## src/rtl/mul_arbiter_if.sv

```systemverilog
// Bus bundle between the four-requester arbiter and its shared multiplier.
// slave = arbiter view, master = requester/multiplier side.
interface mul_arbiter_if #(
  parameter int N = 4
);
  logic [3:0]     req;
  logic [4*N-1:0] a_in;
  logic [4*N-1:0] b_in;
  logic [3:0]     gnt;
  logic [3:0]     done;
  logic           err;
  logic [2*N-1:0] result;
  logic           busy;
  logic           mul_start;
  logic [N-1:0]   mul_a;
  logic [N-1:0]   mul_b;
  logic [2*N-1:0] mul_out;
  logic           mul_valid;

  modport slave (
    input  req, a_in, b_in, mul_out, mul_valid,
    output gnt, done, err, result, busy, mul_start, mul_a, mul_b
  );

  modport master (
    output req, a_in, b_in, mul_out, mul_valid,
    input  gnt, done, err, result, busy, mul_start, mul_a, mul_b
  );
endinterface

```

## src/rtl/mul_arbiter.sv

```systemverilog
// Round-robin arbiter granting four requesters access to one shift-add
// multiplier, with a WAIT-state timeout that returns err instead of a product.
module mul_arbiter #(
  parameter int N   = 4,
  parameter int TMO = 32
) (
  input  logic         clk,
  input  logic         rst_n,
  mul_arbiter_if.slave bus
);

  localparam int CW = $clog2(TMO + 1);

  typedef enum logic [1:0] {
    S_IDLE,
    S_ISSUE,
    S_WAIT,
    S_DONE
  } state_e;

  state_e         state_q, state_d;
  logic [1:0]     ptr_q, ptr_d;
  logic [1:0]     idx_q, idx_d;
  logic [3:0]     gnt_q, gnt_d;
  logic           err_q, err_d;
  logic [2*N-1:0] result_q, result_d;
  logic [N-1:0]   a_q, a_d;
  logic [N-1:0]   b_q, b_d;
  logic [CW-1:0]  cnt_q, cnt_d;

  logic           sel_found;
  logic [1:0]     sel_idx;
  logic [1:0]     cand;

  // First set request bit at or after ptr, wrapping modulo 4.
  always_comb begin
    sel_found = 1'b0;
    sel_idx   = ptr_q;
    cand      = '0;
    for (int unsigned k = 0; k < 4; k++) begin
      cand = ptr_q + 2'(k);
      if (!sel_found && bus.req[cand]) begin
        sel_found = 1'b1;
        sel_idx   = cand;
      end
    end
  end

  always_comb begin
    state_d  = state_q;
    ptr_d    = ptr_q;
    idx_d    = idx_q;
    gnt_d    = gnt_q;
    err_d    = err_q;
    result_d = result_q;
    a_d      = a_q;
    b_d      = b_q;
    cnt_d    = cnt_q;
    case (state_q)
      S_IDLE: begin
        if (sel_found) begin
          idx_d   = sel_idx;
          gnt_d   = 4'(1) << sel_idx;
          a_d     = bus.a_in[int'(sel_idx)*N +: N];
          b_d     = bus.b_in[int'(sel_idx)*N +: N];
          state_d = S_ISSUE;
        end
      end
      S_ISSUE: begin
        cnt_d   = CW'(1);
        state_d = S_WAIT;
      end
      S_WAIT: begin
        // A product arriving on the timeout cycle still wins.
        if (bus.mul_valid) begin
          result_d = bus.mul_out;
          err_d    = 1'b0;
          state_d  = S_DONE;
        end else if (cnt_q == CW'(TMO)) begin
          result_d = '0;
          err_d    = 1'b1;
          state_d  = S_DONE;
        end else begin
          cnt_d = cnt_q + CW'(1);
        end
      end
      S_DONE: begin
        ptr_d   = idx_q + 2'd1;
        gnt_d   = '0;
        cnt_d   = '0;
        state_d = S_IDLE;
      end
      default: state_d = S_IDLE;
    endcase
  end

  always_ff @(posedge clk) begin
    if (!rst_n) begin
      state_q  <= S_IDLE;
      ptr_q    <= '0;
      idx_q    <= '0;
      gnt_q    <= '0;
      err_q    <= 1'b0;
      result_q <= '0;
      a_q      <= '0;
      b_q      <= '0;
      cnt_q    <= '0;
    end else begin
      state_q  <= state_d;
      ptr_q    <= ptr_d;
      idx_q    <= idx_d;
      gnt_q    <= gnt_d;
      err_q    <= err_d;
      result_q <= result_d;
      a_q      <= a_d;
      b_q      <= b_d;
      cnt_q    <= cnt_d;
    end
  end

  assign bus.gnt       = gnt_q;
  assign bus.done      = (state_q == S_DONE) ? gnt_q : '0;
  assign bus.err       = (state_q == S_DONE) & err_q;
  assign bus.result    = result_q;
  assign bus.busy      = (state_q != S_IDLE);
  assign bus.mul_start = (state_q == S_ISSUE);
  assign bus.mul_a     = a_q;
  assign bus.mul_b     = b_q;

endmodule

```

## src/flat_wrapper.sv

```systemverilog
// flat-port wrapper written by rule: the top's interface ports become plain ports
module mul_arbiter_flat 
#(
  parameter int N   = 4,
  parameter int TMO = 32
)
  (clk, rst_n, bus_req, bus_a_in, bus_b_in, bus_mul_out, bus_mul_valid, bus_gnt, bus_done, bus_err, bus_result, bus_busy, bus_mul_start, bus_mul_a, bus_mul_b);
  mul_arbiter_if #(.N(N)) bus_i ();
  input  logic clk;
  input  logic rst_n;
  input wire logic [$bits(bus_i.req)-1:0] bus_req;
  input wire logic [$bits(bus_i.a_in)-1:0] bus_a_in;
  input wire logic [$bits(bus_i.b_in)-1:0] bus_b_in;
  input wire logic [$bits(bus_i.mul_out)-1:0] bus_mul_out;
  input wire logic [$bits(bus_i.mul_valid)-1:0] bus_mul_valid;
  output wire logic [$bits(bus_i.gnt)-1:0] bus_gnt;
  output wire logic [$bits(bus_i.done)-1:0] bus_done;
  output wire logic [$bits(bus_i.err)-1:0] bus_err;
  output wire logic [$bits(bus_i.result)-1:0] bus_result;
  output wire logic [$bits(bus_i.busy)-1:0] bus_busy;
  output wire logic [$bits(bus_i.mul_start)-1:0] bus_mul_start;
  output wire logic [$bits(bus_i.mul_a)-1:0] bus_mul_a;
  output wire logic [$bits(bus_i.mul_b)-1:0] bus_mul_b;
  assign bus_i.req = bus_req;
  assign bus_i.a_in = bus_a_in;
  assign bus_i.b_in = bus_b_in;
  assign bus_i.mul_out = bus_mul_out;
  assign bus_i.mul_valid = bus_mul_valid;
  assign bus_gnt = bus_i.gnt;
  assign bus_done = bus_i.done;
  assign bus_err = bus_i.err;
  assign bus_result = bus_i.result;
  assign bus_busy = bus_i.busy;
  assign bus_mul_start = bus_i.mul_start;
  assign bus_mul_a = bus_i.mul_a;
  assign bus_mul_b = bus_i.mul_b;
  mul_arbiter #(.N(N), .TMO(TMO)) u_core (.clk(clk), .rst_n(rst_n), .bus(bus_i));
endmodule
```

## config.mk

```make
export PLATFORM = sky130hd
export DESIGN_NAME = mul_arbiter_flat
export DESIGN_NICKNAME = d
export VERILOG_FILES = /design/src/rtl/mul_arbiter_if.sv /design/src/rtl/mul_arbiter.sv /design/src/flat_wrapper.sv
export SDC_FILE = /design/constraint.sdc
export NUM_CORES = 1
export LEC_CHECK = 0
export CORE_ASPECT_RATIO = 1.5
export CORE_UTILIZATION = 25
export DETAILED_ROUTE_END_ITERATION = 10
export PLACE_DENSITY = 0.48
export SYNTH_ARGS = -nofsm -noshare
export SYNTH_HDL_FRONTEND = slang
export SYNTH_SLANG_ARGS = --single-unit
```

## constraint.sdc

```tcl
create_clock -name clk -period 2.2 [get_ports clk]
set_input_delay 0.33 -clock clk [delete_from_list [all_inputs] [get_ports clk]]
set_output_delay 0.33 -clock clk [all_outputs]
set_load 0.02 [all_outputs]
```

==> impl_metrics.yaml <==
status:
  outcome: "finished clean"
power_and_ir_drop:
  power_density_nw_per_um2: 937.7
  swShare: 0.4044
  total_leakage_power_nw: 0.9839
  pwr-share-comb: 0.504
  power_frac_seq: 0.320
  power.net_switching_mw: 1.064
  internal_power_mw: 1.567
  peakVddDrop_uv: 373.0
  pwr-share-clk: 0.176
cts:
  clock_latency_ns: 0.29
  clock-sinks: 33
  cts_tree: "done"
  cts_setup_buffers: 0
  cts_root_buf: "clkbuf_8"
  cts_max_path_buffers: 2
  cts_buffers: 5
  clkTransAtPathRegs_ns: 0.07
  ctsHtreeMaxLevel: 2
worst_setup_path:
  cpPeakStageDelay_ns: 0.61
  required_ns: 1.87
  critPathTopFamily: "buffers and inverters"
  cp_common_cell: "inv_1"
  r2r_start: "u_core.state_q[0]$_SDFFE_PN0P_"
  crit_path_max_fanout: 4
  cp.arrival_ns: 1.76
  path_buf_inv: 3
  start_kind: "flip-flop"
  endpoint_kind: "primary output"
  criticalPathCategory: "flip-flop to primary output"
  crit_start: "u_core.state_q[0]$_SDFFE_PN0P_"
  worstPathCellList: "inv_1, ha_1, inv_1, clkdlybuf4s50_1"
  critPathSlowestCell: "clkdlybuf4s50_1"
timing:
  setup_violations: 0
  tightest_slew_ns: 0.5279
  fin_tns_setup_ns: 0
  grt_setup_unrepaired: "false"
  whs_ns: 0.4786
  maxSlewViolCount: 0
  finClkSkew_ns: 0.003898
  min_period_ns: 2.087
  max_freq_ghz: 0.4792
  hold_viol: 0
  finalCritPeriodShare: 0.9485
  slew_headroom: 0.6481
floorplan:
  num_rows: 38
  start_util: 0.2590
  core_area_um2: 7274
  dieArea_um2: 7896
  die_h_um: 108.3
  ioPinCount: 74
  dieWidth_um: 72.89
synth:
  synth_edf_count: 0
  synth.most_common_cell: "dfxtp_1"
  yosys.area.top_type: "dfxtp_1"
  postSynthAreaPerCell_um2: 10.08
  synth_common_cells: "dfxtp_1, mux2i_1, nand2_1, nor2b_1, nand3_1"
  syn_inst: 187
  synth_top_area_frac: 0.3506
  netlist_area_um2: 1884
  synth.area.top_cells: "dfxtp_1, mux2i_1, o221ai_2, ha_1, nor2b_1"
  synth_warnings: 0
  synth_ff_type: "dfxtp_1"
  ys_seq_elements: 33
  synth.yosys.seq_area_share: 0.3506
  syn_nets: 241
  async_reset_ff_frac: 0
  synth_cell_types: 45
finish:
  register_area_um2: 660.6
  drive_gt1_frac: 0.1407
  area_growth_syn_to_layout_pct: 48.87
  nNetsFinal: 316
  antenna_cells: 0
  fillers: 736
  multi_input_area_um2: 1119
detailed_routing:
  vias: 1603
  drtIter0Drc: 44
  wl_per_cell_um: 13.41
  dr.pass1.iters: 4
  drc: 0
  wirelength_um: 4867
  drt-vias-per-instance: 4.416
  drtAntennaViolNets: 0
job:
  maxCapViolations: 0
placement:
  place.gp.congestion: 0.7080
  io_buffers: 73
  hpwl_um: 3674
global_routing:
  first_global_vias: 1673
  grt_usage: 0.1275
  grt_pass1_wl_um: 7700
  grt-ovfl-total: 0
  grt_antenna_before_repair: 0
  grt_max_degree: 23
worst_hold_path:
  min_path_type: "flip-flop to flip-flop"
  min_from: "u_core.idx_q[1]$_SDFFE_PN0P_"
timing repair:
action                     in CTS  in global routing
pin swaps                       0                  0
cloned                          0                  0
hold buffers                    0                  0
gates resized for setup         1                  1
setup endpoints to repair       5                  3
metrics by stage:
stage            util  cell area [um2]  total power [mW]  worst slack [ns]  instances
6_report       0.3856             2805             2.631            0.1133        363
5_1_grt        0.3856             2805             2.820           0.02130        363
4_1_cts        0.3842             2795             2.669           0.06784        363
3_5_place_dp   0.3720             2706             2.189           0.05702        355
3_3_place_gp   0.3720             2706             2.187            0.1099        355
2_1_floorplan       -             1884             1.711            0.6905        187
path summary, 6_finish.rpt:
path                                    endpoint  slack [ns]  cells past startpoint
hold reg to reg     u_core.idx_q[1]$_SDFFE_PN0P_        0.48                      2
setup reg to reg  u_core.state_q[1]$_SDFFE_PN0P_        0.46                      6
hold / removal      u_core.idx_q[1]$_SDFFE_PN0P_        0.48                      2
setup / recovery                        bus_busy        0.11                      4
flip-flops by register name, indices dropped and copies added (netlist names):
signal	count
u_core.bus.mul_b	4
u_core.cnt_q	6
u_core.bus.mul_a	4
u_core.idx_q	2
u_core.err_q	1
u_core.ptr_q	2
u_core.state_q	2
u_core.bus.gnt	4
u_core.bus.result	8
logic make-up after synthesis:
| kind of cell | synth area share |
|---|---|
| flip-flops | 0.3506 |
| buffers and inverters | 0.06241 |
| XOR/XNOR | 0.02324 |
| adder cells (fa/ha/maj) | 0.04648 |
| AO/OA/AOI/OAI | 0.2251 |
| AND/OR/NAND/NOR | 0.2019 |
| multiplexers | 0.09030 |
worst reg2reg max path, stage by stage, from the launching register on:
cell and delay [ns]:
dfxtp_1 0.35, inv_1 0.13, ha_1 0.51, inv_1 0.12, o21ai_1 0.27, mux2i_1 0.22
nor2b_1 0.06
area by class of cell:
type                            count  share of cell area
Sequential cell                    33              0.2355
Clock inverter                      3            0.006244
Timing Repair Buffer               78              0.2783
Multi-Input combinational cell    135              0.3988
Inverter                            9             0.01204
Tap cell                          100             0.04460
Clock buffer                        5             0.02453
power groups by stage:
stage          Clock (mW)  Sequential (mW)  Combinational [mW]
6_report            0.463            0.842                1.33
5_1_grt             0.508            0.867                1.45
4_1_cts             0.484            0.837                1.35
3_5_place_dp            0            0.849                1.34
3_3_place_gp            0            0.851                1.34
2_1_floorplan           0            0.939               0.772
cells in the final DEF (no fill, tap or decap), drive strengths merged, types with 2 or more instances in the layout:
cell / count
a21boi: 3
a22oi: 8
o21ai: 5
o221ai: 8
nor3b: 2
nor3: 2
nand3: 12
o2bb2ai: 2
nor2: 8
inv: 9
a21oi: 3
nand2: 12
clkdlybuf4s50: 73
a32o: 2
nor2b: 12
o211a: 2
clkbuf: 5
ha: 7
nand2b: 3
mux2i: 17
xnor2: 5
and2: 7
nor4: 2
a211oi: 4
dfxtp: 33
buf: 5
clkinv: 2
layer usage:
metal,vias up,GRT usage,wire (um)
met5,-,0,0
met4,0,0.05042,87
met3,7,0.03169,236
met2,44,0.2350,2486
met1,724,0.1361,2056
li1,828,-,-
(Power assumes the default switching activity.)
